**src/rtl/ir_fetch_unit.sv**
```systemverilog
// Fetch stage: holds PC, runs a req/ack instruction-memory read, latches IR
// and exposes decode fields. A watchdog traps a memory that never acknowledges.
module ir_fetch_unit #(
  parameter logic [31:0] RESET_PC = 32'h0000_0000,
  parameter int unsigned MAX_WAIT = 16,
  parameter int unsigned WAIT_W   = 8
) (
  input  logic        clk,
  input  logic        rst_n,
  input  logic        fetch_start,
  input  logic        pc_write,
  input  logic [31:0] pc_next,
  output logic        mem_req,
  output logic [31:0] mem_addr,
  input  logic        mem_ack,
  input  logic [31:0] mem_rdata,
  output logic [31:0] pc,
  output logic [31:0] pc_plus4,
  output logic [31:0] ir,
  output logic        ir_valid,
  output logic        busy,
  output logic        fault,
  output logic [5:0]  opcode,
  output logic [4:0]  rs,
  output logic [4:0]  rt,
  output logic [4:0]  rd,
  output logic [4:0]  shamt,
  output logic [5:0]  funct,
  output logic [15:0] imm16,
  output logic [25:0] jtarget
);

  typedef enum logic [1:0] {
    S_IDLE  = 2'd0,
    S_FETCH = 2'd1,
    S_FAULT = 2'd2
  } state_e;

  localparam logic [WAIT_W-1:0] WAIT_LIMIT = WAIT_W'(MAX_WAIT);

  state_e            state_q, state_d;
  logic [31:0]       pc_q, pc_d;
  logic [31:0]       ir_q, ir_d;
  logic              ir_valid_q, ir_valid_d;
  logic [31:0]       addr_q, addr_d;
  logic [WAIT_W-1:0] wait_q, wait_d;
  logic              fault_q, fault_d;
  logic [31:0]       pc_next_aligned;

  assign pc_next_aligned = {pc_next[31:2], 2'b00};

  always_ff @(posedge clk) begin
    if (!rst_n) begin
      state_q    <= S_IDLE;
      pc_q       <= RESET_PC;
      ir_q       <= '0;
      ir_valid_q <= 1'b0;
      addr_q     <= '0;
      wait_q     <= '0;
      fault_q    <= 1'b0;
    end else begin
      state_q    <= state_d;
      pc_q       <= pc_d;
      ir_q       <= ir_d;
      ir_valid_q <= ir_valid_d;
      addr_q     <= addr_d;
      wait_q     <= wait_d;
      fault_q    <= fault_d;
    end
  end

  always_comb begin
    state_d    = state_q;
    pc_d       = pc_q;
    ir_d       = ir_q;
    ir_valid_d = ir_valid_q;
    addr_d     = addr_q;
    wait_d     = wait_q;
    fault_d    = fault_q;
    unique case (state_q)
      S_IDLE: begin
        if (pc_write) pc_d = pc_next_aligned;
        if (fetch_start) begin
          state_d    = S_FETCH;
          addr_d     = pc_write ? pc_next_aligned : pc_q;
          ir_valid_d = 1'b0;
          wait_d     = '0;
        end
      end
      S_FETCH: begin
        // An ack in the cycle the counter hits the limit still wins over the fault.
        if (mem_ack) begin
          state_d    = S_IDLE;
          ir_d       = mem_rdata;
          pc_d       = pc_q + 32'd4;
          ir_valid_d = 1'b1;
        end else if ((MAX_WAIT != 0) && (wait_q == WAIT_LIMIT)) begin
          state_d = S_FAULT;
          fault_d = 1'b1;
        end else begin
          wait_d = wait_q + 1'b1;
        end
      end
      S_FAULT: ;
      default: state_d = S_IDLE;
    endcase
  end

  assign mem_req  = (state_q == S_FETCH);
  assign busy     = (state_q == S_FETCH);
  assign mem_addr = addr_q;
  assign pc       = pc_q;
  assign pc_plus4 = pc_q + 32'd4;
  assign ir       = ir_q;
  assign ir_valid = ir_valid_q;
  assign fault    = fault_q;
  assign opcode   = ir_q[31:26];
  assign rs       = ir_q[25:21];
  assign rt       = ir_q[20:16];
  assign rd       = ir_q[15:11];
  assign shamt    = ir_q[10:6];
  assign funct    = ir_q[5:0];
  assign imm16    = ir_q[15:0];
  assign jtarget  = ir_q[25:0];

endmodule

```
**config.mk**
```make
export PLATFORM = sky130hd
export DESIGN_NAME = ir_fetch_unit
export DESIGN_NICKNAME = d
export VERILOG_FILES = /design/src/rtl/ir_fetch_unit.sv
export SDC_FILE = /design/constraint.sdc
export NUM_CORES = 1
export LEC_CHECK = 0
export ABC_AREA = 0
export CORE_MARGIN = 4
export CORE_UTILIZATION = 35
export CTS_CLUSTER_SIZE = 8
export DETAILED_ROUTE_END_ITERATION = 16
export MAX_ROUTING_LAYER = met4
export PLACE_DENSITY_LB_ADDON = 0.25
export SLEW_MARGIN = 20
export SYNTH_ARGS = -nofsm -noshare
export SYNTH_HDL_FRONTEND = slang
export SYNTH_SLANG_ARGS = --single-unit
```
**constraint.sdc**
```tcl
create_clock -name clk -period 2.4 [get_ports clk]
set_input_delay 0.36 -clock clk [delete_from_list [all_inputs] [get_ports clk]]
set_output_delay 0.36 -clock clk [all_outputs]
set_load 0.1 [all_outputs]
```
==> flow_summary.json <==
{
  "die_area_um2": 19200,
  "slew_viol_final": 0,
  "grt_usage_pct": 21.6,
  "path_max_fanout": 4,
  "antenna_found_initial": 0,
  "drive_gt1_share_pct": 40.4,
  "ctsHoldBuffers": 0,
  "r2r_slack_ns": 0.25,
  "via_per_inst": 5.05,
  "synthArstFlopShare_pct": 0,
  "max-slew-margin-rel_pct": 61.8,
  "synth-edff-count": 0,
  "critPathLaunch": "pc[2]$_SDFFE_PN0P_",
  "io_pins": 275,
  "fin_crit_ns": 2.52,
  "critPathArrivalTime_ns": 2.16,
  "finClkSkew_ns": 0.00602,
  "synth-seq-cells": 108,
  "setup_viol_count_final": 9,
  "hpwl_um": 15700,
  "worst_pin_slew_ns": 0.570,
  "grt_pass1_vias": 5688,
  "syn_inst": 751,
  "fin_util_pct": 58.4,
  "drcViolationCount": 0,
  "first_iter_violations": 446,
  "antenna_cells": 0,
  "routedWlPerCell_um": 17.5,
  "rows": 47,
  "start_kind": "register",
  "place.gp.congestion": 0.858,
  "core_um2": 16600,
  "endpoint_kind": "output port",
  "r2r_end": "pc[28]$_SDFFE_PN0P_",
  "layout_setup_ws_ns": -0.123,
  "finalNonFillerCells": 1200,
  "yosys_warnings": 0,
  "h-tree-depth": 3,
  "overflow": 0,
  "hold_class": "register to register",
  "cts.path.max_buffers": 2,
  "hold_viol": 0,
  "netlist_area_um2": 5970,
  "run_status": "finished, violations left",
  "clkSlewWorstSetupHoldPaths_ns": 0.08,
  "wirelength_um": 21000,
  "cts-root-buf": "clkbuf_16",
  "setup_tns_ns": -0.667,
  "whs_ns": 0.460,
  "die_w_um": 139,
  "synth.distinct_cells": 60,
  "pwr_density_cell_nw_per_um2": 662,
  "die_y_um": 139,
  "r2r_start": "pc[2]$_SDFFE_PN0P_",
  "ant_nets": 0,
  "grt_max_degree": 54,
  "grt_pass1_wl_um": 32700,
  "syn-mean-instance-area_um2": 7.95,
  "max_freq_mhz": 396,
  "initial_core_util_pct": 35.9,
  "worstSetupEndpoint": "pc_plus4[28]",
  "leakage_uw": 0.00418,
  "violations": "setup timing",
  "pre_cts_slack_ns": 0.000870,
  "crit_type": "register to output port",
  "dp.cells": 1144,
  "critPathRequiredTime_ns": 2.04,
  "vias": 6061,
  "clk_latency_ns": 0.36,
  "first_pass_iters": 5,
  "reg2reg_depth": 9,
  "area_delta_synth_final_pct": 63.0,
  "nets": 1047,
  "fin_crit_sh_pct": 105,
  "maxCapViolCount": 0,
  "n_fill_cell": 1487,
  "synth_fp_nets": 823,
  "port_buffers": 272,
  "synth_seq_area_share_pct": 36.2,
  "cts.sinks": 108,
  "ir_drop_mv": 0.393,
  "synthFlopType": "dfxtp_1",
  "cts_made_buffers": 9,
  "cts_tree": "done",
  "rsz0062_at_grt": "true"
}
[registers in the layout, summed over array words and instances, names as in the netlist]
signal	flops
fault	1
wait_q	8
pc	32
ir_valid	1
mem_addr	32
ir	32
state_q	2
[worst max-delay path, cell delays in order, from the launching register on]
cell	delay, ns
dfxtp_4	0.40
ha_4	0.16
nand2_4	0.06
nor4_4	0.37
buf_4	0.19
nand4_1	0.11
buf_6	0.16
xnor2_4	0.15
buf_12	0.19
[worst min path at each step]
stage / start / endpoint / slack (ns) / cells after the start
finish: mem_addr[1]$_SDFFE_PN0P_ / mem_addr[1]$_SDFFE_PN0P_ / 0.46 / 2
global route: ir[31]$_SDFFE_PN0N_ / ir[31]$_SDFFE_PN0N_ / 0.49 / 2
CTS: mem_addr[1]$_SDFFE_PN0P_ / mem_addr[1]$_SDFFE_PN0P_ / 0.46 / 2
detailed placement: mem_addr[0]$_SDFFE_PN0P_ / mem_addr[0]$_SDFFE_PN0P_ / 0.45 / 2
global placement: mem_addr[1]$_SDFFE_PN0P_ / mem_addr[1]$_SDFFE_PN0P_ / 0.44 / 2
floorplan: wait_q[1]$_SDFFE_PN0P_ / wait_q[1]$_SDFFE_PN0P_ / 0.48 / 2
[stage by stage]
stage               power (uW)  cell area [um2]
floorplan                 4080             6710
global placement          4720             8970
detailed placement        4730             8970
CTS                       6470             9560
global route              6660             9730
finish                    6440             9730
[cell families (layout without fill, tap and decap cells)]
logic type,after synthesis,in the layout,share of synthesized area [%]
simple gates,263,263,20.9
compound gates,172,172,19.0
buf+inv,148,377,14.4
flops,108,108,36.2
xor+xnor,32,32,4.70
mux,25,25,4.21
fa+ha+maj,3,3,0.629
[cells in the final DEF, fill, tap and decap left out, types with 4 or more instances in the layout]
| cell | n |
|---|---|
| a211oi_1 | 33 |
| a21oi_1 | 60 |
| a311oi_1 | 4 |
| a31oi_1 | 9 |
| and3_1 | 8 |
| buf_12 | 32 |
| buf_4 | 244 |
| buf_6 | 6 |
| clkbuf_16 | 11 |
| clkdlybuf4s50_1 | 65 |
| dfxtp_1 | 80 |
| dfxtp_4 | 27 |
| inv_1 | 9 |
| mux2i_1 | 24 |
| nand2_1 | 98 |
| nand3_1 | 13 |
| nand3_2 | 8 |
| nand4_1 | 11 |
| nor2_1 | 61 |
| nor2_4 | 4 |
| nor2b_1 | 12 |
| nor3_1 | 14 |
| nor4_4 | 4 |
| o21a_1 | 7 |
| o21ai_0 | 21 |
| o221ai_1 | 7 |
| or3_1 | 5 |
| xnor2_2 | 4 |
| xnor2_4 | 17 |
| xor2_4 | 5 |
[synthesized netlist by cell type, types with 2 or more instances]
cell type / n / area, um2
dfxtp_1: 108 / 2160
nand2_1: 101 / 379
buf_4: 77 / 578
nor2_1: 65 / 244
a21oi_1: 60 / 300
clkbuf_1: 42 / 158
a211oi_1: 33 / 248
mux2i_1: 24 / 240
xnor2_1: 23 / 201
nand3_1: 22 / 110
o21ai_0: 21 / 105
nor3_1: 16 / 80.1
nor2b_1: 12 / 75.1
inv_1: 11 / 41.3
nand4_1: 11 / 68.8
buf_2: 10 / 50.1
a31oi_1: 9 / 56.3
xor2_1: 9 / 78.8
and3_1: 8 / 50.1
o21a_1: 7 / 52.6
o221ai_1: 7 / 61.3
buf_1: 6 / 22.5
or3_1: 5 / 31.3
a311oi_1: 4 / 35.0
nor4_1: 4 / 25.0
and4_1: 3 / 26.3
ha_1: 3 / 37.5
o2111ai_1: 3 / 26.3
o211ai_1: 3 / 22.5
o221a_2: 3 / 33.8
a21boi_0: 2 / 15.0
a32oi_1: 2 / 17.5
a41o_1: 2 / 20.0
and2_1: 2 / 12.5
and3_2: 2 / 15.0
clkinv_1: 2 / 7.51
o211a_1: 2 / 20.0
o22a_1: 2 / 17.5
o2bb2ai_1: 2 / 17.5
or2_2: 2 / 12.5
or4_1: 2 / 15.0
[report_power, final]
group	switching, uW	leakage [uW]	internal [uW]
clock network	755	0.000171	960
logic	1940	0.00310	730
registers	155	0.000903	1900
[metal layers]
| metal | vias up | track usage (%) | share of wire, % |
|---|---|---|---|
| met5 | - | - | 0 |
| met4 | 0 | 5.25 | 1.5 |
| met3 | 26 | 4.31 | 6.4 |
| met2 | 203 | 33.0 | 46 |
| met1 | 2806 | 29.6 | 46 |
| li1 | 3026 | - | - |
[area by class of cell]
| type | instances | area, um2 | share of cell area, % |
|---|---|---|---|
| tap | 220 | 275 | 2.83 |
| sequential | 108 | 2260 | 23.3 |
| clock inverter | 5 | 70.1 | 0.720 |
| inverter | 13 | 52.6 | 0.540 |
| clock buffer | 11 | 275 | 2.83 |
| multi-input combinational | 495 | 3590 | 36.9 |
| timing repair buffer | 348 | 3200 | 32.9 |
[repair_timing]
action,4_1_cts,5_1_grt
endpoints found under the setup margin,17,17
gates resized for setup,17,6
buffers inserted,21,19
pin swaps,18,9
hold endpoints to repair,0,0
Power figures use the tool's default switching activity.
